$ cat src/rtl/mem_access_stage.sv
// mem_access_stage: MIPS memory-access (M) stage.
// Issues one req/ack transaction per aligned load/store on the data-memory
// port (lane-replicated store data, byte enables), aligns and extends load
// data, stalls the pipeline while the bus is busy and registers the MEM/WB
// bundle. Misaligned accesses are dropped without a bus cycle.
//
// Ports:
//   clk, rst_n                 clock, async active-low reset
//   Mem_Read_M .. data_size_M  M-stage control/data bundle from EX/MEM
//   dmem_req/we/addr/be/wdata  registered data-memory request
//   dmem_rdata, dmem_ack       data-memory response
//   Stall_M                    combinational freeze for upstream stages
//   *_W                        registered MEM/WB outputs
//
// Optional feature macro: MEM_TIMEOUT_EN -- aborts a BUSY transaction after
// TIMEOUT_CYCLES cycles without ack and raises Bus_Err_W for one cycle.
module mem_access_stage #(
    parameter int unsigned TIMEOUT_CYCLES = 255
) (
    input  logic        clk,
    input  logic        rst_n,
    input  logic        Mem_Read_M,
    input  logic        Mem_Write_M,
    input  logic        Mem_To_Reg_M,
    input  logic        Reg_Write_M,
    input  logic        Load_Unsigned_M,
    input  logic [31:0] ALU_Result_M,
    input  logic [31:0] Write_Data_M,
    input  logic [4:0]  Write_Reg_M,
    input  logic [1:0]  data_size_M,
    output logic        dmem_req,
    output logic        dmem_we,
    output logic [31:0] dmem_addr,
    output logic [3:0]  dmem_be,
    output logic [31:0] dmem_wdata,
    input  logic [31:0] dmem_rdata,
    input  logic        dmem_ack,
    output logic        Stall_M,
    output logic [31:0] Read_Data_W,
    output logic [31:0] ALU_Result_W,
    output logic [4:0]  Write_Reg_W,
    output logic        Reg_Write_W,
    output logic        Mem_To_Reg_W,
    output logic        Misalign_W,
    output logic        Bus_Err_W
);

    localparam int unsigned TMO_W = 8;

    typedef enum logic {S_IDLE = 1'b0, S_BUSY = 1'b1} state_e;

    // The timeout counter is 8 bits wide; reject unreachable limits.
    if (TIMEOUT_CYCLES < 1 || TIMEOUT_CYCLES > 255) begin : g_bad_timeout
        $error("TIMEOUT_CYCLES must be in 1..255");
    end

    state_e      state_q, state_d;
    logic        req_q, req_d;
    logic        we_q, we_d;
    logic [31:0] addr_q, addr_d;
    logic [3:0]  be_q, be_d;
    logic [31:0] wdata_q, wdata_d;
    logic [1:0]  ld_size_q, ld_size_d;
    logic [1:0]  ld_off_q, ld_off_d;
    logic        ld_uns_q, ld_uns_d;
    logic [31:0] rd_w_q, rd_w_d;
    logic [31:0] alu_w_q, alu_w_d;
    logic [4:0]  wreg_w_q, wreg_w_d;
    logic        rw_w_q, rw_w_d;
    logic        mtr_w_q, mtr_w_d;
    logic        mis_w_q, mis_w_d;
    logic        berr_w_q, berr_w_d;

    logic        access;
    logic        misaligned;
    logic        timeout_hit;
    logic        stall;
    logic [3:0]  be_c;
    logic [31:0] wdata_c;
    logic [7:0]  ld_byte;
    logic [15:0] ld_half;
    logic [31:0] load_c;

    assign access     = Mem_Read_M | Mem_Write_M;
    assign misaligned = ((data_size_M == 2'b01) & ALU_Result_M[0])
                      | (data_size_M[1] & (ALU_Result_M[1:0] != 2'b00));

    // Byte-lane enables and replicated store data for the current M op.
    always_comb begin : store_lanes
        be_c    = 4'b1111;
        wdata_c = Write_Data_M;
        case (data_size_M)
            2'b00: begin
                be_c    = 4'(4'b0001 << ALU_Result_M[1:0]);
                wdata_c = {4{Write_Data_M[7:0]}};
            end
            2'b01: begin
                be_c    = ALU_Result_M[1] ? 4'b1100 : 4'b0011;
                wdata_c = {2{Write_Data_M[15:0]}};
            end
            default: ;
        endcase
    end

    // Load alignment uses the size/offset latched at issue.
    always_comb begin : load_align
        ld_byte = 8'(dmem_rdata >> {ld_off_q, 3'b000});
        ld_half = ld_off_q[1] ? dmem_rdata[31:16] : dmem_rdata[15:0];
        case (ld_size_q)
            2'b00:   load_c = ld_uns_q ? {24'b0, ld_byte} : {{24{ld_byte[7]}}, ld_byte};
            2'b01:   load_c = ld_uns_q ? {16'b0, ld_half} : {{16{ld_half[15]}}, ld_half};
            default: load_c = dmem_rdata;
        endcase
    end

`ifdef MEM_TIMEOUT_EN
    logic [TMO_W-1:0] tmo_cnt_q, tmo_cnt_d;

    // Counts BUSY cycles without ack; cleared while idle.
    always_comb begin : tmo_next
        tmo_cnt_d = tmo_cnt_q;
        if (state_q == S_IDLE) begin
            tmo_cnt_d = '0;
        end else if (!dmem_ack) begin
            tmo_cnt_d = tmo_cnt_q + TMO_W'(1);
        end
    end

    always_ff @(posedge clk or negedge rst_n) begin : tmo_reg
        if (!rst_n) begin
            tmo_cnt_q <= '0;
        end else begin
            tmo_cnt_q <= tmo_cnt_d;
        end
    end

    assign timeout_hit = (state_q == S_BUSY) && !dmem_ack
                      && (tmo_cnt_q == TMO_W'(TIMEOUT_CYCLES - 1));
`else
    assign timeout_hit = 1'b0;
`endif

    // Next-state, bus request and MEM/WB bundle.
    always_comb begin : fsm_next
        state_d   = state_q;
        req_d     = req_q;
        we_d      = we_q;
        addr_d    = addr_q;
        be_d      = be_q;
        wdata_d   = wdata_q;
        ld_size_d = ld_size_q;
        ld_off_d  = ld_off_q;
        ld_uns_d  = ld_uns_q;
        rd_w_d    = rd_w_q;
        alu_w_d   = ALU_Result_M;
        wreg_w_d  = Write_Reg_M;
        rw_w_d    = Reg_Write_M;
        mtr_w_d   = Mem_To_Reg_M;
        mis_w_d   = 1'b0;
        berr_w_d  = 1'b0;
        stall     = 1'b0;

        case (state_q)
            S_IDLE: begin
                if (access) begin
                    if (misaligned) begin
                        rw_w_d  = 1'b0;
                        mis_w_d = 1'b1;
                    end else begin
                        req_d     = 1'b1;
                        we_d      = Mem_Write_M;
                        addr_d    = {ALU_Result_M[31:2], 2'b00};
                        be_d      = be_c;
                        wdata_d   = wdata_c;
                        ld_size_d = data_size_M;
                        ld_off_d  = ALU_Result_M[1:0];
                        ld_uns_d  = Load_Unsigned_M;
                        state_d   = S_BUSY;
                        stall     = 1'b1;
                    end
                end
            end
            S_BUSY: begin
                if (dmem_ack) begin
                    req_d   = 1'b0;
                    state_d = S_IDLE;
                    if (!we_q) begin
                        rd_w_d = load_c;
                    end
                end else if (timeout_hit) begin
                    // Abort: release the pipeline but drop the instruction.
                    req_d    = 1'b0;
                    state_d  = S_IDLE;
                    rw_w_d   = 1'b0;
                    mtr_w_d  = 1'b0;
                    alu_w_d  = alu_w_q;
                    wreg_w_d = wreg_w_q;
                    berr_w_d = 1'b1;
                end else begin
                    stall = 1'b1;
                end
            end
        endcase

        // Bubble into WB while stalled; data fields hold.
        if (stall) begin
            rw_w_d   = 1'b0;
            mtr_w_d  = 1'b0;
            alu_w_d  = alu_w_q;
            wreg_w_d = wreg_w_q;
        end
    end

    always_ff @(posedge clk or negedge rst_n) begin : state_reg
        if (!rst_n) begin
            state_q   <= S_IDLE;
            req_q     <= 1'b0;
            we_q      <= 1'b0;
            addr_q    <= '0;
            be_q      <= '0;
            wdata_q   <= '0;
            ld_size_q <= '0;
            ld_off_q  <= '0;
            ld_uns_q  <= 1'b0;
            rd_w_q    <= '0;
            alu_w_q   <= '0;
            wreg_w_q  <= '0;
            rw_w_q    <= 1'b0;
            mtr_w_q   <= 1'b0;
            mis_w_q   <= 1'b0;
            berr_w_q  <= 1'b0;
        end else begin
            state_q   <= state_d;
            req_q     <= req_d;
            we_q      <= we_d;
            addr_q    <= addr_d;
            be_q      <= be_d;
            wdata_q   <= wdata_d;
            ld_size_q <= ld_size_d;
            ld_off_q  <= ld_off_d;
            ld_uns_q  <= ld_uns_d;
            rd_w_q    <= rd_w_d;
            alu_w_q   <= alu_w_d;
            wreg_w_q  <= wreg_w_d;
            rw_w_q    <= rw_w_d;
            mtr_w_q   <= mtr_w_d;
            mis_w_q   <= mis_w_d;
            berr_w_q  <= berr_w_d;
        end
    end

    assign dmem_req     = req_q;
    assign dmem_we      = we_q;
    assign dmem_addr    = addr_q;
    assign dmem_be      = be_q;
    assign dmem_wdata   = wdata_q;
    assign Stall_M      = stall;
    assign Read_Data_W  = rd_w_q;
    assign ALU_Result_W = alu_w_q;
    assign Write_Reg_W  = wreg_w_q;
    assign Reg_Write_W  = rw_w_q;
    assign Mem_To_Reg_W = mtr_w_q;
    assign Misalign_W   = mis_w_q;
    assign Bus_Err_W    = berr_w_q;

endmodule
$ cat config.mk
export PLATFORM = sky130hd
export DESIGN_NAME = mem_access_stage
export DESIGN_NICKNAME = d
export VERILOG_FILES = /design/src/rtl/mem_access_stage.sv
export SDC_FILE = /design/constraint.sdc
export NUM_CORES = 1
export LEC_CHECK = 0
export BUFFER_PORTS_ARGS = -buffer_cell sky130_fd_sc_hd__buf_2
export CAP_MARGIN = 10
export CORE_UTILIZATION = 52
export DETAILED_ROUTE_END_ITERATION = 6
export PLACE_DENSITY = 0.87
export SLEW_MARGIN = 5
export SYNTH_ARGS = -nofsm -noshare
export SYNTH_HDL_FRONTEND = slang
export SYNTH_SLANG_ARGS = --single-unit
$ cat constraint.sdc
create_clock -name clk -period 5.19 [get_ports clk]
set_clock_uncertainty 0.15 [all_clocks]
set_input_delay 1.038 -clock clk [delete_from_list [all_inputs] [get_ports clk]]
set_output_delay 1.038 -clock clk [all_outputs]
set_load 0.1 [all_outputs]
==> Implementation_results.wiki <==
{| class="wikitable"
! Metric !! Value
|-
| Global placer's final weighted congestion || 0.888
|-
| Via count of the routed design || 5198
|-
| Sequential share of the synthesized area || 0.572
|-
| Count of final max-slew check failures || 0
|-
| Total grt overflow || 0
|-
| Area share of the largest cell type after synthesis || 0.572
|-
| I/O pin count || 255
|-
| Buffers inserted by post-CTS timing repair || 0
|-
| Period minus WS final || 3.67 ns
|-
| Core utilization of the finished layout || 0.691
|-
| Stage delay of the slowest cell on the critical path || 0.43 ns
|-
| Most frequently used cell type in the post-synthesis netlist || dfrtp_1
|-
| Setup TNS after final layout || 0 ns
|-
| Number of global-route vias before repair || 5327
|-
| Drt initial violations || 396
|-
| Fraction of the mapped netlist area in adder cells || 0
|-
| CTS Buffer Depth || 2
|-
| Post-synth EDFFs || 0
|-
| Most frequent CP cell || buf_2
|-
| Run status || complete, no violations
|-
| Mean post-synth cell area || 11.9 sq um
|-
| Cell family with most CP delay || buffers and inverters
|-
| Achievable frequency || 273 MHz
|-
| Category of the most critical setup path || in2out
|-
| Min-Delay Path Class || reg2reg
|-
| Worst slew margin relative to its limit || 0.279
|-
| Setup-failing EPs final || 0
|-
| Clock latency reported for the late side of the worst-skew pair || 0.42 ns
|-
| Number of standard cells after synthesis || 537
|-
| Signal arrival time at the worst endpoint || 2.48 ns
|-
| Cell type with the largest total area after synthesis || dfrtp_1
|-
| Post-DR wirelength/cell || 18.5 um
|-
| CORE AREA || 12000 sq um
|-
| Cells along the critical path || buf_2, and2_1, a211o_4, and2_4, inv_1, buf_2
|-
| Fraction of synthesis flops using an asynchronous set or reset pin || 1.00
|-
| Placement Rows || 40
|-
| Synth area leaders || dfrtp_1 (57%), mux2_2 (10%), mux2i_1 (5.2%)
|-
| Data required time of the worst path || 4.00 ns
|-
| Top cells by instance count after synthesis || dfrtp_1 (146), mux2_2 (59), nand2_1 (54)
|-
| Starting utilization of the core area || 0.532
|-
| Number of distinct library cell variants in the gate-level netlist after synthesis || 38
|-
| Number of nets with antenna violations after routing || 0
|-
| Highest fanout seen on the critical path || 13
|-
| Total Nets Final || 885
|-
| Clock tree root buffer cell || clkbuf_16
|-
| Crit path capture type || output port
|-
| Global-route wire length before repair || 27100 um
|-
| Slowest cell on the critical path || buf_2
|-
| Total CTS buffers || 17
|-
| Reg clk slew, reported paths || 0.06 ns
|-
| Number of search-and-repair iterations in the first detailed-routing pass || 6
|-
| Hold WS || 0.325 ns
|-
| I/O Buffers || 251
|-
| Pin slew with the least headroom to its limit || 1.08 ns
|-
| # DRC || 0
|-
| Maximum level of the CTS H-tree || 4
|-
| Yosys warns || 0
|-
| Area of the die || 12700 sq um
|-
| Largest net degree at the start of global routing || 118
|-
| Mux cell area share after synthesis || 0.204
|-
| Crit path buffers/inverters || 3
|-
| Compound-gate portion of the synthesized area || 0.0810
|-
| Floorplan die width || 113 um
|-
| Netlist Area Pre-Place || 6390 sq um
|-
| Final routed wirelength across all metal layers || 17300 um
|-
| Xor and xnor fraction of the mapped netlist area || 0
|-
| Vias per inst || 5.57
|-
| Clock tree from TritonCTS || built
|-
| Share of the clock period used by the worst path after layout || 0.707
|-
| Hold buffer count at cts || 0
|-
| Final hold vios || 0
|-
| Fill count || 885
|-
| Number of max-cap violations || 0
|-
| Reg-to-reg setup timing slack || 2.50 ns
|-
| Number of storage elements in the synthesis netlist || 146
|-
| Layout cell share with drive strength beyond 1 || 0.471
|-
| CTS Sinks || 146
|-
| Unrepaired setup endpoints after global routing || false
|-
| Dominant register cell in the synthesized netlist || dfrtp_1
|-
| Antenna violations before repair || 0
|-
| Main combinational cell family by area after synthesis || multiplexers
|-
| Overall die height || 113 um
|-
| Synth Area in Simple Gates || 0.110
|-
| Crit path launch type || input port
|-
| Count of instances resized after the clock tree is built || 0
|-
| Ant. Diodes || 0
|-
| Global routing usage summed across all routing layers || 0.278
|-
| DP Wirelength || 12000 um
|-
| P&R area growth vs syn || 29.9%
|}
==> registers in the layout, summed over array words and instances (netlist names), 2 cells and up <==
signal / count
dmem_wdata: 32
Write_Reg_W: 5
ld_size_q: 2
dmem_addr: 30
ALU_Result_W: 32
Read_Data_W: 32
ld_off_q: 2
dmem_be: 4
==> tightest hold or removal path: cells and delay by family, from the launching register on <==
family             cells  cell delay, ns
and+or+nand+nor        1            0.05
DFF                    1            0.33
AOI/OAI and AO/OA      1            0.06
==> path summary, 6_finish.rpt <==
check / startpoint / endpoint / cells past startpoint
setup reg to reg: ld_off_q[1]$_DFFE_PN0P_ / Read_Data_W[11]$_DFFE_PN0P_ / 4
hold / removal: dmem_wdata[24]$_DFFE_PN0P_ / dmem_wdata[24]$_DFFE_PN0P_ / 2
max in group asynchronous: rst_n / Read_Data_W[9]$_DFFE_PN0P_ / 2
min in group asynchronous: rst_n / Read_Data_W[20]$_DFFE_PN0P_ / 1
setup / recovery: data_size_M[0] / Stall_M / 6
hold reg to reg: dmem_wdata[24]$_DFFE_PN0P_ / dmem_wdata[24]$_DFFE_PN0P_ / 2
==> per-stage QoR <==
stage	std cells	setup slack, ns	instance area, sq um
after floorplan	539	1.32	6400
after global placement	901	1.55	7690
after detailed placement	901	1.52	7690
after CTS	933	1.53	8290
after global routing	934	1.44	8300
final	934	1.52	8300
==> per-layer routing <==
layer / track usage / wire length (um) / up-vias
met3: 0.0771 / 1290 / 48
met5: 0 / 0 / -
met2: 0.472 / 8510 / 258
li1: - / - / 2378
met4: 0.146 / 643 / 0
met1: 0.325 / 6810 / 2514
==> final cells by class <==
class                           count  area, sq um  share of cell area
Sequential cell                   146         3650               0.440
Multi-Input combinational cell    349         2550               0.307
Inverter                            4         15.0             0.00181
Timing Repair Buffer              256         1300               0.157
Clock buffer                       19          433              0.0521
Clock inverter                     13          170              0.0205
Tap cell                          147          184              0.0222
==> cell usage in the layout (no fill, tap or decap), types with 2 or more instances in the layout <==
master and instances:
a21oi_1 28, dfrtp_1 146, or2_2 2, buf_4 5, a221o_1 6, and3_1 16
clkbuf_1 2, mux2_2 59, mux2_4 19, inv_6 6, nor2_1 14, buf_2 250
bufinv_16 3, nand2_1 54, nand3_1 34, and2_1 9, nor2b_1 8, a211oi_1 6
clkbuf_16 17, conb_1 3, clkinvlp_4 3, inv_1 4, o21ai_0 41, mux2i_1 33
o211ai_1 2
==> kinds of logic (layout without fill, tap and decap cells) <==
| group | after synthesis | count (layout) |
|---|---|---|
| other | 1 | 3 |
| and+or+nand+nor | 145 | 145 |
| buffers and inverters | 44 | 292 |
| muxes | 112 | 112 |
| AOI/OAI and AO/OA | 89 | 89 |
| DFF | 146 | 146 |
Power is not shown: default switching activity piles up to over one toggle a cycle in this logic, so the estimate is an artifact.
